**config.mk**
```make
export PLATFORM = sky130hd
export DESIGN_NAME = if_id_stage
export DESIGN_NICKNAME = d
export VERILOG_FILES = /design/src/rtl/if_id_stage.sv
export SDC_FILE = /design/constraint.sdc
export NUM_CORES = 1
export LEC_CHECK = 0
export BUFFER_PORTS_ARGS = -buffer_cell sky130_fd_sc_hd__buf_2
export CORE_UTILIZATION = 42
export DETAILED_ROUTE_END_ITERATION = 12
export GPL_TIMING_DRIVEN = 1
export PLACE_DENSITY = 0.64
export RECOVER_POWER = 100
export SYNTH_ARGS = -nofsm -noshare
export SYNTH_HDL_FRONTEND = slang
export SYNTH_SLANG_ARGS = --single-unit
export TNS_END_PERCENT = 5
```
**constraint.sdc**
```tcl
create_clock -name clk -period 4.8 [get_ports clk]
set_input_delay 0.48 -clock clk [delete_from_list [all_inputs] [get_ports clk]]
set_output_delay 0.48 -clock clk [all_outputs]
set_load 0.01 [all_outputs]
```
**src/rtl/if_id_stage.sv**
```systemverilog
// IF/ID stage: aligns 1-cycle-latency ROM data with the PC that addressed it,
// parks responses that arrive while ID is stalled in a small skid FIFO, and
// presents {pc, inst, valid} to the decode stage. Handles bubbles and flush.
module if_id_stage #(
    parameter int ADDR_W     = 32,
    parameter int DATA_W     = 32,
    parameter int SKID_DEPTH = 2
) (
    input  logic              clk,
    input  logic              rst,
    input  logic [ADDR_W-1:0] pc_i,
    input  logic              ce_i,
    input  logic [DATA_W-1:0] rom_data_i,
    input  logic [5:0]        stall,
    input  logic              flush,
    output logic [ADDR_W-1:0] id_pc_o,
    output logic [DATA_W-1:0] id_inst_o,
    output logic              id_valid_o,
    output logic              stallreq_o,
    output logic              overflow_o
);

    localparam int PTR_W = (SKID_DEPTH > 1) ? $clog2(SKID_DEPTH) : 1;
    localparam int CNT_W = $clog2(SKID_DEPTH + 1);
    localparam logic [PTR_W-1:0] PTR_LAST = PTR_W'(SKID_DEPTH - 1);
    localparam logic [PTR_W-1:0] PTR_ZERO = {PTR_W{1'b0}};
    localparam logic [CNT_W-1:0] CNT_ZERO = {CNT_W{1'b0}};
    localparam logic [CNT_W-1:0] CNT_ONE  = CNT_W'(1);
    localparam logic [CNT_W-1:0] CNT_FULL = CNT_W'(SKID_DEPTH);
    localparam logic [CNT_W-1:0] CNT_REQ  = CNT_W'(SKID_DEPTH - 1);

    // Circular pointer advance, wrapping at the last FIFO slot.
    function automatic logic [PTR_W-1:0] ptr_inc(input logic [PTR_W-1:0] p);
        logic [PTR_W-1:0] n;
        if (p == PTR_LAST) begin
            n = PTR_ZERO;
        end else begin
            n = p + PTR_W'(1);
        end
        return n;
    endfunction

    // Fetch alignment state
    logic              ce_d_r;
    logic              stall0_d_r;
    logic              resp_v_r;
    logic [ADDR_W-1:0] resp_pc_r;

    // Skid FIFO state
    logic [ADDR_W-1:0] fifo_pc_r   [SKID_DEPTH];
    logic [DATA_W-1:0] fifo_inst_r [SKID_DEPTH];
    logic [PTR_W-1:0]  rd_ptr_r;
    logic [PTR_W-1:0]  wr_ptr_r;
    logic [CNT_W-1:0]  count_r;

    logic new_req_s;
    logic fifo_nonempty_s;
    logic fifo_full_s;
    logic push_s;
    logic pop_s;
    logic wr_en_s;
    logic stall_unused_s;

    // Stall bits above ID belong to later stages.
    assign stall_unused_s = ^stall[5:3];

    // A held PC (stall[0] last cycle with ce still high) is not a new fetch.
    assign new_req_s       = ce_i & (~ce_d_r | ~stall0_d_r) & ~flush;
    assign fifo_nonempty_s = (count_r != CNT_ZERO);
    assign fifo_full_s     = (count_r == CNT_FULL);
    // Once anything is parked, every later response must queue behind it.
    assign push_s          = resp_v_r & (stall[1] | fifo_nonempty_s);
    assign pop_s           = ~stall[1] & fifo_nonempty_s;
    // A push into a full FIFO only lands if the head leaves in the same cycle.
    assign wr_en_s         = push_s & (~fifo_full_s | pop_s);
    // One slot stays free for the response already in flight.
    assign stallreq_o      = (count_r >= CNT_REQ);

    // Register the fetch request so it lines up with next cycle's ROM data.
    always_ff @(posedge clk) begin
        if (rst) begin
            ce_d_r     <= 1'b0;
            stall0_d_r <= 1'b0;
            resp_v_r   <= 1'b0;
            resp_pc_r  <= {ADDR_W{1'b0}};
        end else begin
            ce_d_r     <= ce_i;
            stall0_d_r <= stall[0];
            resp_v_r   <= new_req_s;
            resp_pc_r  <= pc_i;
        end
    end

    // Skid FIFO storage: write the aligned response at the tail.
    always_ff @(posedge clk) begin
        if (rst) begin
            for (int i = 0; i < SKID_DEPTH; i++) begin
                fifo_pc_r[i]   <= {ADDR_W{1'b0}};
                fifo_inst_r[i] <= {DATA_W{1'b0}};
            end
        end else if (!flush && wr_en_s) begin
            fifo_pc_r[wr_ptr_r]   <= resp_pc_r;
            fifo_inst_r[wr_ptr_r] <= rom_data_i;
        end
    end

    // Skid FIFO pointers and occupancy; flush empties the FIFO.
    always_ff @(posedge clk) begin
        if (rst || flush) begin
            rd_ptr_r <= PTR_ZERO;
            wr_ptr_r <= PTR_ZERO;
            count_r  <= CNT_ZERO;
        end else begin
            if (wr_en_s) begin
                wr_ptr_r <= ptr_inc(wr_ptr_r);
            end
            if (pop_s) begin
                rd_ptr_r <= ptr_inc(rd_ptr_r);
            end
            case ({wr_en_s, pop_s})
                2'b10:   count_r <= count_r + CNT_ONE;
                2'b01:   count_r <= count_r - CNT_ONE;
                default: count_r <= count_r;
            endcase
        end
    end

    // Sticky overflow: a response was lost to a full FIFO; only rst clears it.
    always_ff @(posedge clk) begin
        if (rst) begin
            overflow_o <= 1'b0;
        end else if (!flush && push_s && fifo_full_s && !pop_s) begin
            overflow_o <= 1'b1;
        end
    end

    // IF/ID register: flush, bubble, hold, then FIFO head before live response.
    always_ff @(posedge clk) begin
        if (rst || flush) begin
            id_pc_o    <= {ADDR_W{1'b0}};
            id_inst_o  <= {DATA_W{1'b0}};
            id_valid_o <= 1'b0;
        end else if (stall[1] && !stall[2]) begin
            id_pc_o    <= {ADDR_W{1'b0}};
            id_inst_o  <= {DATA_W{1'b0}};
            id_valid_o <= 1'b0;
        end else if (stall[1]) begin
            id_pc_o    <= id_pc_o;
            id_inst_o  <= id_inst_o;
            id_valid_o <= id_valid_o;
        end else if (fifo_nonempty_s) begin
            id_pc_o    <= fifo_pc_r[rd_ptr_r];
            id_inst_o  <= fifo_inst_r[rd_ptr_r];
            id_valid_o <= 1'b1;
        end else if (resp_v_r) begin
            id_pc_o    <= resp_pc_r;
            id_inst_o  <= rom_data_i;
            id_valid_o <= 1'b1;
        end else begin
            id_pc_o    <= {ADDR_W{1'b0}};
            id_inst_o  <= {DATA_W{1'b0}};
            id_valid_o <= 1'b0;
        end
    end

endmodule

```
Word level (Yosys, flattened, before mapping)
Memories as Yosys holds them, arrays and structs flattened. A register that Yosys moved wholly into a read port is not among the register bits.
Cells that the tools add are included.
{ "word_totals": {"ramBits": 128, "elab_cells": 72, "register_bits": 105, "input_bits": 74, "out_inout_bits": 67, "memories": 2} }
{ "memory_table": {"columns": ["name", "depth", "word_bits", "rd", "rd_clocked_by_memory_dff", "wr", "line", "rtl"], "rows": [
  ["fifo_inst_r", 2, 32, 1, 1, 2, "51", "logic [DATA_W-1:0] fifo_inst_r [SKID_DEPTH];"],
  ["fifo_pc_r", 2, 32, 1, 1, 2, "50", "logic [ADDR_W-1:0] fifo_pc_r [SKID_DEPTH];"]
]} }
{ "classes": {"bitwise": 13, "n_reduce_logical": 14, "mux": 24, "n_addsub": 4, "n_eq_ne": 3, "n_lt_le_gt_ge": 1} }
{ "ops": {"columns": ["operator", "count"], "rows": [
  ["$mux 32", 6],
  ["$reduce_or 32->1", 2],
  ["$mux 1", 17],
  ["$and 1x1->1", 5],
  ["$logic_and 1x1->1", 5],
  ["$not 1->1", 5],
  ["$eq 2x2->1 const B", 2],
  ["$pmux 2 s2", 1],
  ["$reduce_bool 2->1", 2],
  ["$logic_not 1->1", 3],
  ["$or 1x1->1", 3],
  ["$add 1x1->1 const B", 2],
  ["$add 2x1->2 const B", 1],
  ["$eq 2x1->1 const B", 1],
  ["$ge 2x1->1 const B", 1],
  ["$reduce_or 2->1", 1],
  ["$sub 2x1->2 const B", 1],
  ["$logic_or 1x1->1", 1]
]} }

Logic depth before layout (Yosys ltp)
Gate-level depths: netlist of the first run.
{ "depth": {"ltp_word": 10, "ltp_mapped": 11, "ltp_nobuf": 9} }

Worst setup path after synthesis of the first run
Ideal clock, no wire load.
{ "synth_path": {"path_kind": "reg-to-reg", "startpoint": "register count_r[0]", "endpoint": "memory fifo_inst_r[0][0] (enable)", "stages_incl_launch_ff": 8, "required_ps": 4379, "setup_time_ps": 421, "arrival_ps": 2692, "setup_slack_ps": 1687, "period_less_slack_ps": 3113, "path_buffers": 2, "path_cell_list": "dfxtp_1 -> inv_1 -> ha_1 -> buf_2 -> o21a_4 -> nor3_4 -> buf_2 -> a21o_1"} }
{ "synth_rtl": {"columns": ["element", "line", "rtl"], "rows": [
  ["start, declared", "54", "logic [CNT_W-1:0] count_r;"],
  ["start signal, assigned", "121", "2'b10: count_r <= count_r + CNT_ONE;"],
  ["start signal, assigned", "122", "2'b01: count_r <= count_r - CNT_ONE;"],
  ["start signal, assigned", "123", "default: count_r <= count_r;"],
  ["end, declared", "51", null]
]} }

==> summary.md, run 1 <==
| Metric | Value |
|---|---|
| Post-CTS Setup Bufs | `0` |
| Worst hold path type | `in2reg` |
| Worst slew pin tran | `2.03 ns` |
| Worst R2R Setup Slack | `1.15 ns` |
| Synthesis warning total | `0` |
| Clk Latency, worst-skew pair | `0.52 ns` |
| Die width | `155 um` |
| Max Buffers Root-to-Sink | `3` |
| Met1 GRT Util | `between 20% and 30%` |
| WL/cell | `19.0 um` |
| PostCTS Resize Cnt | `0` |
| Remaining Overflow, GRT | `0` |
| Most Crowded Layer GR | `met2` |
| Netlist cell types | `40` |
| Synth area leader | `edfxtp_1` |
| R2R cell count | `5` |
| Pre-Repair DR Iteration Count | `9` |
| Max cap viols | `4` |
| Yosys top cell area share | `approximately two fifths` |
| Cells on Worst Hold Path | `2` |
| Total track usage | `between 10% and 20%` |
| DRC viols | `0` |
| Via-to-Cell Ratio | `5.45` |
| FF-to-FF Start | `count_r[0]$_SDFFE_PP0P_` |
| Die H | `155 um` |
| Clock transition at path regs | `0.06 ns` |
| Pwr/cell area | `386 nW/um^2` |
| Synth Net Count | `849` |
| CTS tree | `yes` |
| Worst setup SP type | `register` |
| Io pins | `141` |
| Failing checks | `capacitance limit, slew limit` |
| Final Max Tran Viols | `186` |
| Yosys reg bits | `234` |
| Core area | `22800 um^2` |
| Top-count cell post-synth | `edfxtp_1` |
| Critical Path Start | `count_r[0]$_SDFFE_PP0P_` |
| Hold Crit Start | `pc_i[6]` |
| P_leak | `4.24 nW` |
| DRT antenna net count | `0` |
| Status | `finished with violations` |
| Initial antenna violation count | `0` |
| Maximum fanout along the worst path | `between 60 and 70` |
| Pin count of the biggest net entering global routing | `66` |
| Num Clock Sinks | `234` |
| Post-Synthesis Cell Area | `9820 um^2` |
| Synth top cells by count | `edfxtp_1 (128), dfxtp_1 (106), nor2b_1 (83)` |
| Seq/Total Area, Yosys | `60.8%` |
| Routed WL | `22900 um` |
| Clock skew | `roughly 0.018 ns` |
| Number of global-route vias before repair | `around 6300` |
| CP endpoint kind | `register` |
| Number of CTS-inserted buffers | `25` |
| Hold Vio Cnt, Final | `0` |
| Final Util | `50.0%` |
| Tmin final | `3.65 ns` |
| Worst slew margin | `-35.0%` |
| Post-CTS Hold Fix Bufs | `0` |
| VDD IR-drop max | `between 0.0002 and 0.0003 V` |
| Synth async-reset ratio | `0%` |
| Drt first-iter violations | `604` |
| # port buffers | `137` |
| Post-synth EDFFs | `128` |
| Setup TNS | `0 ns` |
| End of the worst hold path | `resp_pc_r[6]$_SDFF_PP0_` |
| CP arrival | `3.75 ns` |
| Synth area leaders | `edfxtp_1 (39%), dfxtp_1 (22%), and4_1 (5.7%), mux2_2 (5.5%), nor2b_1 (5.3%)` |
| Setup violations, final | `0` |
| Rows | `55` |
| Detailed-route via count | `6567` |
| Antenna cells | `0` |
| Syn_area_per_cell | `12.7 um^2` |
| Fmax | `between 200 and 300 MHz` |
| RSZ-0062 raised after global routing | `false` |
| Root buffer cell | `clkbuf_16` |
| Tcrit/Tclk final | `between 70% and 80%` |
| H-tree depth | `1` |
| Main synth FF type | `edfxtp_1` |
| Met3 Resource Use GR | `under 10%` |
| CP Class | `reg2reg` |
| Initial Util | `43.1%` |
| R2r endpoint | `fifo_inst_r[0][31]$_SDFFCE_PN0P_` |
| CP required | `4.90 ns` |
| GP Congestion | `slightly above 0.7` |
| Dpl hpwl | `roughly 12000 um` |
| Area delta synth->final | `15.9%` |
| NumNets Final | `950` |
| Met2 Use GR | `33.4%` |
| Share of cells above drive strength 1 | `19.6%` |
| Die area | `24000 um^2` |
| Cells after Synth | `771` |
| First-pass GRT wire length | `35300 um` |
-- state kept, by name, indices dropped and copies added, names as in the netlist, named ones only --
signal	cells
count_r	2
wr_ptr_r	1
ce_d_r	1
overflow_o	1
resp_v_r	1
fifo_inst_r	64
rd_ptr_r	1
id_inst_o	32
fifo_pc_r	64
id_pc_o	32
id_valid_o	1
resp_pc_r	32
stall0_d_r	1
-- metrics by stage --
stage / total power [mW] / instances / setup slack (ns) / hold WS [ns] / area [um^2]
6_report: 4.39 / 1204 / 1.15 / 0.168 / 11400
5_1_grt: 4.53 / 1204 / 0.854 / 0.158 / 11400
4_1_cts: 4.42 / 1204 / 1.83 / 0.158 / 11500
3_5_place_dp: 2.49 / 1158 / 1.38 / 0.454 / 10700
3_3_place_gp: 2.48 / 1158 / 1.41 / 0.456 / 10700
2_1_floorplan: 2.39 / 771 / 1.69 / 0.470 / 9820
-- kinds of logic after synthesis --
kind of cell / after synthesis / synth area share (%)
simple gates: 275 / 17.9
flops: 234 / 60.8
compound gates: 107 / 9.21
buf+inv: 84 / 4.18
mux: 64 / 7.14
fa+ha+maj: 4 / 0.510
xor+xnor: 3 / 0.268
-- per-layer routing --
| layer | share of wire, % | wire length (um) |
|---|---|---|
| met5 | 0 | 0 |
| met4 | 1.6 | 359 |
| met3 | 6.2 | 1410 |
| met2 | 49 | 11200 |
| met1 | 43 | 9950 |
-- power by group --
part / internal (mW) / switching, mW / total [mW]
clock: 1.19 / 0.760 / 1.95
combinational: 0.0859 / 0.154 / 0.240
sequential: 2.17 / 0.0263 / 2.20
-- final cells by class --
| type | instances | area [um^2] |
|---|---|---|
| flip-flops and latches | 234 | 5970 |
| fillers | 2060 | 11400 |
| clock inverters | 7 | 88.8 |
| repair buffers | 150 | 683 |
| clock buffers | 39 | 758 |
| multi-input cells | 453 | 3460 |
| inverters | 8 | 30.0 |
| well taps | 313 | 392 |
-- worst max-delay path, cell delays in order, from the launching register on --
cell,delay [ns]
dfxtp_1,0.34
inv_1,0.08
ha_1,0.22
o21a_4,0.20
nor3_2,0.95
a21o_2,1.39
-- cell usage in the layout, fill, tap and decap left out, types with 2 or more instances in the layout --
cell	Yosys	routed
a21oi_1	2	2
a222oi_1	47	47
a31oi_1	16	16
and2_0	0	29
and2_1	65	35
and4_1	64	64
buf_2	16	68
buf_4	3	9
bufinv_16	0	2
clkbuf_1	45	78
clkbuf_16	0	25
clkbuf_8	0	8
clkinv_1	0	2
dfxtp_1	106	104
edfxtp_1	128	128
ha_1	4	4
inv_1	8	8
mux2_2	48	48
mux2i_1	16	16
nand2_1	2	2
nor2_1	55	53
nor2_4	0	2
nor2b_1	83	83
o211a_1	16	16
o21ai_0	16	16
xor2_1	2	2
-- how the worst max path moves through the flow --
stage / end / slack (ns) / cells after the start
final: fifo_inst_r[0][31]$_SDFFCE_PN0P_ / 1.15 / 5
after floorplan: fifo_inst_r[0][0]$_SDFFCE_PN0P_ / 1.69 / 7
after global routing: id_inst_o[28]$_SDFFE_PP0N_ / 0.85 / 7
after CTS: fifo_pc_r[1][3]$_SDFFCE_PN0P_ / 1.83 / 5
after global placement: fifo_inst_r[1][30]$_SDFFCE_PN0P_ / 1.41 / 4
after detailed placement: fifo_pc_r[1][5]$_SDFFCE_PN0P_ / 1.38 / 4
(Power assumes the default switching activity.)
==> inputs of run 2 (changes only) <==
--- a/config.mk
+++ b/config.mk
@@ -5,11 +5,12 @@
 export SDC_FILE = /design/constraint.sdc
 export NUM_CORES = 1
 export LEC_CHECK = 0
+export ABC_AREA = 1
 export BUFFER_PORTS_ARGS = -buffer_cell sky130_fd_sc_hd__buf_2
 export CORE_UTILIZATION = 42
 export DETAILED_ROUTE_END_ITERATION = 12
 export GPL_TIMING_DRIVEN = 1
-export PLACE_DENSITY = 0.64
+export PLACE_DENSITY = 0.66
 export RECOVER_POWER = 100
 export SYNTH_ARGS = -nofsm -noshare
 export SYNTH_HDL_FRONTEND = slang
==> constraint.sdc (replaced) <==
create_clock -name clk -period 3.09 [get_ports clk]
set_input_delay 0.309 -clock clk [delete_from_list [all_inputs] [get_ports clk]]
set_output_delay 0.309 -clock clk [all_outputs]
set_load 0.01 [all_outputs]
==> run 2 against run 1 <==
Net effect:
- the run still ends with capacitance limit, slew limit left
- sequential share of layout area fell by 3.4 points
- sequential cell count did not move
- clock power rose by 39%
- routed wire length rose by 5.8%
- count of clock-buffer cells in the layout fell by 1
- fmax rose by 46%
- via count rose by 22%
- register-to-register slack got worse by 0.56 ns
- hold slack got worse by 0.14 ns
- area after synthesis rose by 5.9%
- total power rose by 49%
- critical path depth rose by 3
- largest power group unchanged
==> summary.md, run 2 <==
| Metric | Value |
|---|---|
| Clock skew | `0.0100 ns (-0.00749 ns)` |
| Worst slew margin | `-22.2% (+13 points)` |
| Antenna cells | `0 (unchanged)` |
| Num Clock Sinks | `234 (unchanged)` |
| WL/cell | `13.7 um (-28%)` |
| Top-count cell post-synth | `inv_1` |
| CP Class | `reg2reg` |
| Setup TNS | `0 ns (unchanged)` |
| Seq/Total Area, Yosys | `57.4% (-3.4 points)` |
| Max Buffers Root-to-Sink | `3 (unchanged)` |
| Most frequent cells in the layout | `inv_1 (300), nor2_1 (253), nand2_1 (232)` |
| Fmax | `399 MHz (+46%)` |
| Remaining Overflow, GRT | `0 (unchanged)` |
| Clock transition at path regs | `0.06 ns (about the same)` |
| H-tree depth | `1 (unchanged)` |
| Adder-cell area share of the yosys netlist | `0.481% (-0.028 points)` |
| Via-to-Cell Ratio | `4.53 (-17%)` |
| Critical Path Most Common Cell | `inv_1` |
| Status | `finished with violations` |
| Yosys top cell area share | `37.0% (-2.2 points)` |
| Slowest-stage cell, CP | `clkbuf_4` |
| Die H | `159 um (+2.9%)` |
| Yosys reg bits | `234 (unchanged)` |
| Tcrit/Tclk final | `81.1% (+5.0 points)` |
| Area delta synth->final | `17.0%` |
| Initial antenna violation count | `0 (unchanged)` |
| Number of CTS-inserted buffers | `25 (unchanged)` |
| Total track usage | `19.5% (+0.54 points)` |
| Failing checks | `capacitance limit, slew limit` |
| Share of cells above drive strength 1 | `9.32% (-10 points)` |
| Io pins | `141 (unchanged)` |
| Post-synth EDFFs | `128 (unchanged)` |
| Filler cells | `2360 (+15%)` |
| Compound-Gate Fraction of Synth Area | `5.79% (-3.4 points)` |
| # port buffers | `137 (unchanged)` |
| Total power draw | `6.53 mW (+49%)` |
| Post-Synthesis Cell Area | `10400 um^2 (+5.9%)` |
| GP Congestion | `0.712 (about the same)` |
| Worst hold path type | `in2reg` |
| Pwr/cell area | `537 nW/um^2 (+39%)` |
| Worst setup SP type | `register` |
| CP required | `3.24 ns (-1.66 ns)` |
| Pre-Repair DR Iteration Count | `7 (-2)` |
| Rows | `57 (+3.6%)` |
| Commonest non-fill, non-tap cell in the layout | `inv_1` |
| DRT antenna net count | `0 (unchanged)` |
| Worst slew pin tran | `1.83 ns (-0.192 ns)` |
| Syn_area_per_cell | `8.13 um^2 (-36%)` |
| Mux share of post-synthesis cell area | `0% (-7.1 points)` |
| Post-synthesis xor/xnor area fraction | `0.0843% (-0.18 points)` |
| Detailed-route via count | `7989 (+22%)` |
| Synth top cells by count | `inv_1 (299), nor2_1 (236), nand2_1 (233)` |
| CP endpoint kind | `register` |
| Die area | `25400 um^2 (+5.8%)` |
| P_leak | `5.65 nW (+33%)` |
| NumNets Final | `1500 (+58%)` |
| Area of the multi-input gates | `2920 um^2 (-16%)` |
| Cells after Synth | `1278 (+66%)` |
| Root buffer cell | `clkbuf_16` |
| Slowest stage delay, CP | `0.67 ns (-0.72 ns)` |
| Number of global-route vias before repair | `7762 (+23%)` |
| Synth area leader | `edfxtp_1` |
| Critical path, cell by cell | `inv_1 > ha_1 > nor2_8 > inv_1 > nand2_1 > nand3_1 > nand2_4 > clkbuf_4` |
| First-pass GRT wire length | `39600 um (+12%)` |
| Initial Util | `42.7% (-0.37 points)` |
| Largest regs | `fifo_inst_r x64, fifo_pc_r x64` |
| Maximum fanout along the worst path | `43 (-33%)` |
| Synthesis warning total | `0 (unchanged)` |
| RSZ-0062 raised after global routing | `false` |
| Max cap viols | `1 (-3)` |
| Largest family of logic cells by synthesized area | `simple AND/OR/NAND/NOR gates` |
| Netlist cell types | `23 (-43%)` |
| Synth area leaders | `edfxtp_1 (37%), dfxtp_1 (20%), inv_1 (11%), nor2_1 (8.5%), nand2_1 (8.4%)` |
| Clk Latency, worst-skew pair | `0.51 ns (about the same)` |
| CP arrival | `2.65 ns (-1.10 ns)` |
| Die width | `159 um (+2.9%)` |
| VDD IR-drop max | `0.000355 V (+40%)` |
| Drt first-iter violations | `567 (-6.1%)` |
| Synth Net Count | `1356 (+60%)` |
| Final Max Tran Viols | `82 (-56%)` |
| DRC viols | `0 (unchanged)` |
| Hold Vio Cnt, Final | `0 (unchanged)` |
| Sequential Area | `5970 um^2 (about the same)` |
| Tmin final | `2.51 ns (-1.15 ns)` |
| Core area | `24300 um^2 (+6.8%)` |
| Setup violations, final | `0 (unchanged)` |
| CTS tree | `yes` |
| Dpl hpwl | `13800 um (+11%)` |
| Synth Area in Simple Gates | `22.0% (+4.0 points)` |
| Routed WL | `24200 um (+5.8%)` |
| Synth async-reset ratio | `0% (unchanged)` |
| Pin count of the biggest net entering global routing | `82 (+24%)` |
| Main synth FF type | `edfxtp_1` |
run 2: changes by cell type in the layout (fill, tap and decap cells not counted), moves of 47 or more:
cell / delta
a21oi_1: +66
nand2_1: +230
a222oi_1: -47
and4_1: -64
inv_1: +292
nand3_1: +65
mux2_2: -48
nor2_1: +200
nor2b_1: -83
run 2: per-stage QoR:
step	cell area, um^2	worst slack [ns]	utilization, %	cells	hold WS, ns
after global placement	11300	0.910	46.6	1691	0.397
after global routing	12200	0.420	50.0	1762	0.0365
final	12200	0.584	50.0	1762	0.0241
after floorplan	10400	0.0154	-	1278	0.388
after detailed placement	11300	0.839	46.6	1691	0.404
after CTS	12300	0.823	50.7	1762	0.00116
run 2: cell type report:
type / count / share of cell area [%]
Clock inverter: 5 / 0.237
Sequential cell: 234 / 49.1
Timing Repair Buffer: 182 / 8.33
Multi-Input combinational cell: 677 / 24.0
Tap cell: 324 / 3.33
Clock buffer: 38 / 5.72
Inverter: 302 / 9.33
run 2: power by group:
group,total [mW],switching [mW],internal (mW)
sequential,3.41,0.0338,3.38
combinational,0.414,0.275,0.139
clock,2.71,1.17,1.54
total,6.53,1.48,5.06
run 2: per-layer routing:
| metal | GRT usage, % | up-vias | part of all wire, % |
|---|---|---|---|
| met5 | 0 | - | 0 |
| met4 | 5.51 | 0 | 2.0 |
| met3 | 3.36 | 35 | 5.5 |
| met2 | 34.4 | 178 | 48 |
| li1 | - | 4110 | - |
| met1 | 24.6 | 3666 | 45 |
run 2: logic make-up after synthesis:
family | after synthesis
buffers and inverters | 367
XOR/XNOR | 1
flip-flops | 234
adder cells (fa/ha/maj) | 4
AO/OA/AOI/OAI | 108
AND/OR/NAND/NOR | 564
run 2: final timing paths:
kind	from	to	slack, ns	depth (start not counted)
worst min register to register	ce_d_r$_SDFF_PP0_	resp_v_r$_SDFF_PP0_	0.41	1
worst min-delay path	pc_i[8]	resp_pc_r[8]$_SDFF_PP0_	0.02	3
worst max-delay path	count_r[0]$_SDFFE_PP0P_	fifo_inst_r[0][16]$_SDFFCE_PN0P_	0.58	8
worst max register to register	count_r[0]$_SDFFE_PP0P_	fifo_inst_r[0][16]$_SDFFCE_PN0P_	0.58	8
run 2: repair_timing:
| action | CTS | global route |
|---|---|---|
| hold buffers | 28 | 0 |
| buffers inserted | 0 | 0 |
| resized for setup | 0 | 0 |
| hold endpoints to repair | 28 | 0 |
run 2: critical path: cells and delay by family (launching register included):
family                   cells  cell delay [ns]
adder cells (fa/ha/maj)      1             0.30
buffers and inverters        3             0.79
flip-flops                   1             0.31
AND/OR/NAND/NOR              4             0.70
